===== config.mk =====
export PLATFORM = sky130hd
export DESIGN_NAME = sha256_chunk_feeder
export DESIGN_NICKNAME = d
export VERILOG_FILES = /design/src/rtl/sha256_chunk_feeder.sv
export SDC_FILE = /design/constraint.sdc
export NUM_CORES = 2
export LEC_CHECK = 0
export CORE_AREA = 3 3 610 612
export DETAILED_ROUTE_END_ITERATION = 12
export DIE_AREA = 0 0 613 615
export DONT_BUFFER_PORTS = 1
export HOLD_SLACK_MARGIN = 0.03
export MAX_ROUTING_LAYER = met4
export RECOVER_POWER = 50
export SLEW_MARGIN = 15
export SYNTH_ARGS = -nofsm -noshare
export SYNTH_HDL_FRONTEND = slang
export SYNTH_SLANG_ARGS = --single-unit

===== constraint.sdc =====
create_clock -name clk -period 52.6 [get_ports clk]
set_input_delay 5.26 -clock clk [delete_from_list [all_inputs] [get_ports clk]]
set_output_delay 5.26 -clock clk [all_outputs]
set_load 0.05 [all_outputs]

===== src/rtl/sha256_chunk_feeder.sv =====
// rtl/sha256_chunk_feeder.sv - SHA-256 message packer/padder and digest chainer around a compression pipeline
//
// Purpose:
//   Packs a big-endian 32-bit word stream into 512-bit chunks and appends the SHA-256
//   padding (0x80, zeros, 64-bit bit length). Each chunk is issued to the external
//   64-stage compression pipeline together with the chaining value H. The pipeline
//   result is folded into H (ori + final per lane). After the final chunk the
//   256-bit digest is presented until the consumer accepts it.
//
// Ports:
//   clk, reset          clock, asynchronous active-high reset
//   s_valid/s_ready     message word handshake (s_ready only in FILL)
//   s_data/s_last       message word (first byte in [31:24]), last-word marker
//   s_bytes             valid bytes of the last word, 0 means 4
//   c_validin           one-cycle chunk strobe to the pipeline
//   c_chunk/c_init      chunk (word j at [32*j+:32]) and chaining value (lane a at [31:0])
//   c_validout          pipeline result strobe
//   c_final/c_ori       pipeline final a..h and delayed init a..h (lane a at [31:0])
//   d_valid/d_ready     digest handshake
//   d_digest            H0 at [255:224] .. H7 at [31:0]
//   busy                not idle
//   err                 sticky watchdog error
//
// Optional macro: SHA256_FEEDER_WDOG_EN enables a 128-cycle watchdog on the pipeline
//   result; without it WAIT waits indefinitely and err is tied low.
module sha256_chunk_feeder #(
   parameter int CHUNKSIZE = 512,
   parameter int LENCNT_W  = 32
) (
   input  logic                 clk,
   input  logic                 reset,
   input  logic                 s_valid,
   output logic                 s_ready,
   input  logic [31:0]          s_data,
   input  logic                 s_last,
   input  logic [1:0]           s_bytes,
   output logic                 c_validin,
   output logic [CHUNKSIZE-1:0] c_chunk,
   output logic [255:0]         c_init,
   input  logic                 c_validout,
   input  logic [255:0]         c_final,
   input  logic [255:0]         c_ori,
   output logic                 d_valid,
   input  logic                 d_ready,
   output logic [255:0]         d_digest,
   output logic                 busy,
   output logic                 err
);

   // SHA-256 initial hash value, lane a (H0) in the low word
   localparam logic [255:0] IV_LANES =
      256'h5be0cd19_1f83d9ab_9b05688c_510e527f_a54ff53a_3c6ef372_bb67ae85_6a09e667;
   localparam int LEN_PAD = 61 - LENCNT_W;

   typedef enum logic [2:0] {
      ST_IDLE,
      ST_FILL,
      ST_PAD,
      ST_ISSUE,
      ST_WAIT,
      ST_DONE
   } state_t;

   state_t                 r_state;
   state_t                 w_next;
   logic [15:0][31:0]      r_buf;
   logic [3:0]             r_idx;
   logic [LENCNT_W-1:0]    r_bytes;
   logic [CHUNKSIZE-1:0]   r_chunk;
   logic [255:0]           r_init;
   logic [255:0]           r_h;
   logic                   r_fin;
   logic                   r_padonly;
   logic                   r_pad80;

   logic [2:0]             w_nbytes;
   logic [LENCNT_W-1:0]    w_bytes_next;
   logic [63:0]            w_len64;
   logic [63:0]            w_pad_len64;
   logic [31:0]            w_word;
   logic                   w_last_full;
   logic                   w_fits;
   logic                   w_pad80;
   logic [CHUNKSIZE-1:0]   w_chunk;
   logic [CHUNKSIZE-1:0]   w_pad_chunk;
   logic                   w_wdog_expire;

   assign c_chunk = r_chunk;
   assign c_init  = r_init;

   assign w_nbytes     = (s_last && s_bytes != 2'd0) ? {1'b0, s_bytes} : 3'd4;
   assign w_bytes_next = r_bytes + LENCNT_W'(w_nbytes);
   assign w_len64      = {{LEN_PAD{1'b0}}, w_bytes_next, 3'b000};
   assign w_pad_len64  = {{LEN_PAD{1'b0}}, r_bytes, 3'b000};
   assign w_last_full  = s_last && (s_bytes == 2'd0);
   // The length fits in this chunk only if the 0x80 marker lands at word 13 or earlier
   assign w_fits       = s_last && (w_last_full ? (r_idx <= 4'd12) : (r_idx <= 4'd13));
   // A full last word at index 15 pushes the 0x80 marker into the pad-only chunk
   assign w_pad80      = w_last_full && (r_idx == 4'd15);

   // Last word: keep the valid bytes and drop the 0x80 marker right behind them
   always_comb begin
      w_word = s_data;
      if (s_last) begin
         case (s_bytes)
            2'd1:    w_word = {s_data[31:24], 8'h80, 16'h0000};
            2'd2:    w_word = {s_data[31:16], 8'h80, 8'h00};
            2'd3:    w_word = {s_data[31:8], 8'h80};
            default: w_word = s_data;
         endcase
      end
   end

   // Chunk as it will be issued when the current word is accepted
   always_comb begin
      w_chunk = '0;
      for (int j = 0; j < 16; j++) begin
         if (j < int'(r_idx)) begin
            w_chunk[32*j +: 32] = r_buf[j];
         end else if (j == int'(r_idx)) begin
            w_chunk[32*j +: 32] = w_word;
         end else if ((j == int'(r_idx) + 1) && w_last_full) begin
            w_chunk[32*j +: 32] = 32'h8000_0000;
         end
      end
      if (w_fits) begin
         w_chunk[32*14 +: 32] = w_len64[63:32];
         w_chunk[32*15 +: 32] = w_len64[31:0];
      end
   end

   always_comb begin
      w_pad_chunk          = '0;
      w_pad_chunk[31:0]    = r_pad80 ? 32'h8000_0000 : 32'h0000_0000;
      w_pad_chunk[32*14 +: 32] = w_pad_len64[63:32];
      w_pad_chunk[32*15 +: 32] = w_pad_len64[31:0];
   end

   // Digest is only driven while presented so it reads zero elsewhere
   always_comb begin
      d_digest = '0;
      if (r_state == ST_DONE) begin
         for (int i = 0; i < 8; i++) begin
            d_digest[32*(7-i) +: 32] = r_h[32*i +: 32];
         end
      end
   end

   always_ff @(posedge clk or posedge reset) begin
      if (reset) begin
         r_state <= ST_IDLE;
      end else begin
         r_state <= w_next;
      end
   end

   always_comb begin
      w_next    = r_state;
      s_ready   = 1'b0;
      c_validin = 1'b0;
      d_valid   = 1'b0;
      busy      = 1'b1;
      case (r_state)
         ST_IDLE: begin
            busy = 1'b0;
            if (s_valid) w_next = ST_FILL;
         end
         ST_FILL: begin
            s_ready = 1'b1;
            if (s_valid && (s_last || r_idx == 4'd15)) w_next = ST_ISSUE;
         end
         ST_PAD: begin
            w_next = ST_ISSUE;
         end
         ST_ISSUE: begin
            c_validin = 1'b1;
            w_next    = ST_WAIT;
         end
         ST_WAIT: begin
            if (c_validout) begin
               if (r_fin)          w_next = ST_DONE;
               else if (r_padonly) w_next = ST_PAD;
               else                w_next = ST_FILL;
            end else if (w_wdog_expire) begin
               w_next = ST_IDLE;
            end
         end
         ST_DONE: begin
            d_valid = 1'b1;
            if (d_ready) w_next = ST_IDLE;
         end
         default: w_next = ST_IDLE;
      endcase
   end

   always_ff @(posedge clk or posedge reset) begin
      if (reset) begin
         r_buf     <= '0;
         r_idx     <= '0;
         r_bytes   <= '0;
         r_chunk   <= '0;
         r_init    <= '0;
         r_h       <= IV_LANES;
         r_fin     <= 1'b0;
         r_padonly <= 1'b0;
         r_pad80   <= 1'b0;
      end else begin
         case (r_state)
            ST_FILL: begin
               if (s_valid) begin
                  r_buf[r_idx] <= w_word;
                  r_bytes      <= w_bytes_next;
                  if (s_last || r_idx == 4'd15) begin
                     r_idx     <= '0;
                     r_chunk   <= w_chunk;
                     r_init    <= r_h;
                     r_fin     <= w_fits;
                     r_padonly <= s_last && !w_fits;
                     r_pad80   <= w_pad80;
                  end else begin
                     r_idx <= r_idx + 4'd1;
                  end
               end
            end
            ST_PAD: begin
               r_chunk   <= w_pad_chunk;
               r_init    <= r_h;
               r_fin     <= 1'b1;
               r_padonly <= 1'b0;
               r_pad80   <= 1'b0;
            end
            ST_WAIT: begin
               if (c_validout) begin
                  for (int i = 0; i < 8; i++) begin
                     r_h[32*i +: 32] <= c_ori[32*i +: 32] + c_final[32*i +: 32];
                  end
               end else if (w_wdog_expire) begin
                  r_h       <= IV_LANES;
                  r_bytes   <= '0;
                  r_idx     <= '0;
                  r_fin     <= 1'b0;
                  r_padonly <= 1'b0;
                  r_pad80   <= 1'b0;
               end
            end
            ST_DONE: begin
               if (d_ready) begin
                  r_h     <= IV_LANES;
                  r_bytes <= '0;
               end
            end
            default: ;
         endcase
      end
   end

`ifdef SHA256_FEEDER_WDOG_EN
   logic [7:0] r_wdog;
   logic       r_err;

   // Counter is cleared in ISSUE so it starts from zero on the first WAIT cycle
   always_ff @(posedge clk or posedge reset) begin
      if (reset) begin
         r_wdog <= '0;
         r_err  <= 1'b0;
      end else begin
         if (r_state == ST_ISSUE) begin
            r_wdog <= '0;
         end else if (r_state == ST_WAIT) begin
            r_wdog <= r_wdog + 8'd1;
         end
         if (w_wdog_expire) r_err <= 1'b1;
      end
   end

   assign w_wdog_expire = (r_state == ST_WAIT) && !c_validout && (r_wdog == 8'd127);
   assign err           = r_err;
`else
   assign w_wdog_expire = 1'b0;
   assign err           = 1'b0;
`endif

endmodule


* Word level (Yosys, flattened, before mapping)
Cells that the tools add are included.
** Cells by class
- $add $sub $neg :: 11
- Muxes and demuxes :: 90
- $lt $le $gt $ge :: 19
- Reductions and logical operators :: 38
- Equal/unequal tests :: 45
** Operator list (number)
- $mux 32 :: 51
- $mux 256 :: 5
- $mux 512 :: 2
- $pmux 256 s2 :: 2
- $pmux 512 s2 :: 1
- $bwmux 512 :: 1
- $add 32x32->32 :: 8
- $eq 5x32->1 const A :: 7
- $demux 32 s4 :: 1
- $eq 4x32->1 const A :: 4
- $pmux 24 s3 :: 1
- $eq 3x32->1 const A :: 2
- $mux 64 :: 1
- $pmux 32 s2 :: 1
- $add 32x3->32 :: 1
- $eq 2x32->1 const A :: 1
- $eq 4x4->1 const A :: 8
- $logic_not 32->1 :: 1
- $lt 4x4->1 const A :: 7
- $mux 24 :: 1
- $logic_and 1x1->1 :: 23
- $mux 3 :: 6
- $pmux 3 s6 :: 1
- $eq 3x4->1 const A :: 4
- other kinds (31) :: 63
** Storage, ports and cells
- Register bits after elaboration :: 1578
- Word-level logic and storage cells :: 228
- Input port bits :: 552
- Output and inout port bits :: 1029

* Longest topological paths before layout
- Depth after elaboration :: 10
- Mapped depth :: 15
- Depth with buffers taken out :: 12

* Worst setup path after synthesis
Ideal clock, no wire load.
- Path type :: in2reg
- Start :: input port s_last
- End :: register r_chunk[501] (netlist: c_chunk[501])
- Setup time :: 0.127 ns
- Stages :: 14
- Slack :: 44.636 ns
- Buffers on the path :: 4
- Required time :: 52.473 ns
- Arrival :: 7.837 ns
- Cells stage by stage :: clkbuf_1 > o21ai_1 > clkbuf_1 > ha_1 > a21o_1 > and2_1 > clkbuf_1 > and3_1 > and3_1 > clkbuf_1 > and4_1 > o21ai_0 > a221oi_1 > nor2_1
** On the way
- Longest elaborated chain between the ends :: 7
- Elaborated cells on any way between the ends :: 15
- Those cells by class :: add/sub: 1; eq/ne: 1; mux: 8; reduce/logical: 5
** Ends and longest elaborated chain
- start, declared :: RTL line 35 : input logic s_last,
- $logic_and 1x1->1 (on tied branches) :: RTL line 91, 95
- $mux 3 / $mux 1 (equally long branches) :: RTL line 91, 97
- $add 32x3->32 / $logic_and 1x1->1 (equally long branches) :: RTL line 92, 97
- $mux 64 :: RTL line 126 : if (w_fits) begin
- $mux 512 :: RTL line 213 : if (s_last || r_idx == 4'd15) begin
- $mux 512 :: RTL line 210 : if (s_valid) begin
- $pmux 512 s2 :: RTL line 208 : case (r_state)
- end signal, assigned :: RTL line 215 : r_chunk <= w_chunk;
- end signal, assigned :: RTL line 226 : r_chunk <= w_pad_chunk;
- end, declared :: RTL line 69 : logic [CHUNKSIZE-1:0] r_chunk;
Several ways; a longest one is shown, not always the timed one. The select of a mux whose other input is x is not followed.
A chain may end at the register's enable or synchronous reset.

* Worst setup path after layout
- Start :: input port s_valid
- End :: register r_init[98] (netlist: c_init[98])
** On the way
- Longest elaborated chain between the ends :: 2
** Ends and longest elaborated chain
- start, declared :: RTL line 32 : input logic s_valid,
- $ne 2x2->1 (no source line)
- $reduce_and 3->1 (no source line)
- end signal, assigned :: RTL line 216 : r_init <= r_h;
- end signal, assigned :: RTL line 227 : r_init <= r_h;
- end, declared :: RTL line 70 : logic [255:0] r_init;
No other way between the ends.

==> results.json <==
{
  "drive_above_1_share_pct": 9.40,
  "yosys.area.top_type": "dfrtp_1",
  "synth_area_mm2": 0.0763,
  "grt_pass1_wl_mm": 552,
  "tns_ps": 0,
  "gp_congestion": 1.05,
  "grt_max_degree": 158,
  "clkSinkCount": 1546,
  "criticalPathCategory": "input pin to flop",
  "ys_top_cells_by_count": "nand2_1, dfrtp_1, o21ai_0",
  "overflow": 0,
  "setup_viol": 0,
  "die-area_mm2": 0.377,
  "cts_max_level": 4,
  "postCtsSetupRepairBufs": 0,
  "fin_crit_sh_pct": 27.8,
  "multi_input_area_mm2": 0.0350,
  "rsz0062_at_grt": "no",
  "io_buffers": 0,
  "syn2layout_area_growth_pct": 15.3,
  "die_w_um": 613,
  "cp-end-kind": "flop",
  "routedWlPerCell_um": 31.6,
  "max_freq_mhz": 68.5,
  "clock_latency_ps": 900,
  "ant_nets": 0,
  "violations": "max-capacitance violations, max-slew violations",
  "nets": 8792,
  "cts_made_buffers": 187,
  "num-fill-cells": 39900,
  "post_cts_resized": 0,
  "start_kind": "input pin",
  "hold_buffers": 0,
  "yosys_warnings": 0,
  "status": "finished, violations left",
  "hold_path.class": "flop to flop",
  "rows": 223,
  "powerDensity_mw_per_mm2": 56.6,
  "leakagePower_nw": 39.3,
  "relSlewSlack_pct": -287,
  "path_clk_slew_ps": 60,
  "cts_tree": "done",
  "wl_mm": 414,
  "yosysMostFrequentCell": "nand2_1",
  "antenna_found_initial": 161,
  "synth_edf_count": 0,
  "drt_iter0_drc": 6950,
  "drc": 0,
  "ys_ff_latch": 1546,
  "hold_viol_final": 0,
  "report.power.total_mw": 4.98,
  "initial_utilization_pct": 20.7,
  "dp_hpwl_mm": 305,
  "critPathMaxFanout": 88,
  "grt_pass1_vias": 61200,
  "drt_pre_antenna_iters": 6,
  "crit_arrival_ps": 15380,
  "viasPerCell": 4.93,
  "core_mm2": 0.368,
  "die_h_um": 615,
  "synth_area_leaders": "dfrtp_1, nand2_1, o21ai_0",
  "skew_ps": 107,
  "seq_area_frac_synth_pct": 50.9,
  "synth_ff_type": "dfrtp_1",
  "crit_required_ps": 53380,
  "synth_top_area_share_pct": 46.2,
  "fin_cells": 13100,
  "synth.avg_cell_area_um2": 9.20,
  "synth_cell_types": 89,
  "fin_area_mm2": 0.0880,
  "post_dp_cell_area_mm2": 0.0814,
  "period_needed_ps": 14600,
  "ctsLongestPathBuffers": 4,
  "peakVddDrop_mv": 0.0396,
  "worst_pin_slew_ps": 5810,
  "regArea_mm2": 0.0389,
  "maxCapViolations": 48,
  "vias": 64600,
  "syn_inst": 8293,
  "worst_hold_slack_ps": 433,
  "io_pins": 1581,
  "cts-root-buf": "clkbuf_16",
  "track_usage_pct": 21.7,
  "synth_nets": 9110,
  "synth-async-reset-ratio_pct": 100,
  "maxSlewViolCount": 2597,
  "dp.cells": 12600
}
report_power, final:
part	switching [mW]	internal, mW	leakage, nW
clock network	0.579	0.820	3.19
logic	0.865	0.319	15.7
registers	0.876	1.52	20.3
total	2.32	2.66	39.3
metrics by stage:
| stage | worst slack [ps] | util (%) |
|---|---|---|
| CTS | 43240 | 23.9 |
| global placement | 42570 | 22.1 |
| finish | 38000 | 23.9 |
| detailed placement | 42580 | 22.1 |
| global route | 36570 | 23.9 |
| floorplan | 3950 | - |
placed cells by master (no fill, tap or decap), types with 15 or more instances in the layout:
cell / instances
a211oi_1: 37
a21o_1: 134
a21oi_1: 391
a221oi_1: 34
a22o_1: 50
a22oi_1: 320
a31oi_1: 62
and2_1: 25
and2_2: 23
and3_1: 327
buf_4: 96
bufinv_16: 18
clkbuf_1: 83
clkbuf_16: 188
clkbuf_8: 48
clkinv_2: 26
dfrtp_1: 1408
dfstp_2: 136
diode_2: 136
ha_1: 255
inv_1: 62
mux2_2: 105
mux2i_1: 43
nand2_1: 1823
nand2_2: 27
nand2b_1: 28
nand3_1: 182
nand4_1: 25
nor2_1: 333
nor2b_1: 31
nor3_1: 51
o211ai_1: 19
o21a_1: 26
o21ai_0: 1048
o21bai_1: 41
o31ai_1: 118
o32ai_1: 15
xnor2_1: 120
xor2_1: 118
final timing paths:
| path | startpoint | endpoint | slack, ps | cells after the start |
|---|---|---|---|---|
| min | r_h[113]$_DFFE_PP1P_ | c_init[113]$_DFFE_PP0P_ | 430 | 2 |
| min in group asynchronous | reset | c_init[246]$_DFFE_PP0P_ | 6010 | 1 |
| max | s_valid | c_init[98]$_DFFE_PP0P_ | 38000 | 8 |
| max reg2reg | r_state[0]$_DFFE_PP0P_ | c_init[98]$_DFFE_PP0P_ | 40970 | 11 |
| min reg2reg | r_h[113]$_DFFE_PP1P_ | c_init[113]$_DFFE_PP0P_ | 430 | 2 |
| max in group asynchronous | reset | r_buf[377]$_DFFE_PP0P_ | 38210 | 6 |
logic make-up (layout without fill, tap and decap cells):
| kind of cell | after synthesis | after routing | synth area share, % |
|---|---|---|---|
| AOI/OAI and AO/OA | 2424 | 2424 | 19.4 |
| and+or+nand+nor | 2955 | 2955 | 16.8 |
| other | 1 | 137 | 0.00491 |
| DFF | 1546 | 1546 | 50.9 |
| adders and majority gates | 265 | 265 | 4.43 |
| muxes | 149 | 149 | 2.13 |
| xor gates and xnor gates | 238 | 238 | 2.73 |
| buffers and inverters | 715 | 556 | 3.60 |
layer usage:
layer  share of wire [%]  GRT usage [%]  vias to the layer above
met5                   0              -                        -
met4                 8.7           16.3                        0
met2                  49           35.5                     3040
met3                 9.2           6.68                      886
met1                  33           21.6                    32100
li1                    -              -                    28600
registers in the layout (all words and copies together), names as in the netlist:
| register | count |
|---|---|
| r_pad80 | 1 |
| r_padonly | 1 |
| r_bytes | 32 |
| c_init | 256 |
| r_fin | 1 |
| c_chunk | 512 |
| r_state | 3 |
| r_h | 256 |
| r_idx | 4 |
| r_buf | 480 |
critical path, cell delays in order:
cell	delay, ps
and2_2	110
clkbuf_1	1640
o21ai_0	430
nand2_1	2010
clkbuf_1	4130
buf_4	1110
nand2_1	220
nand2_1	110
layout make-up:
cell class	count	share of cell area [%]
sequential	1546	44.2
multi-input combinational	6032	39.8
tap	4837	6.88
clock buffer	275	6.26
clock inverter	73	1.18
timing repair buffer	143	1.08
antenna	136	0.387
inverter	65	0.280
No activity file was read; power rests on OpenSTA's default activity.
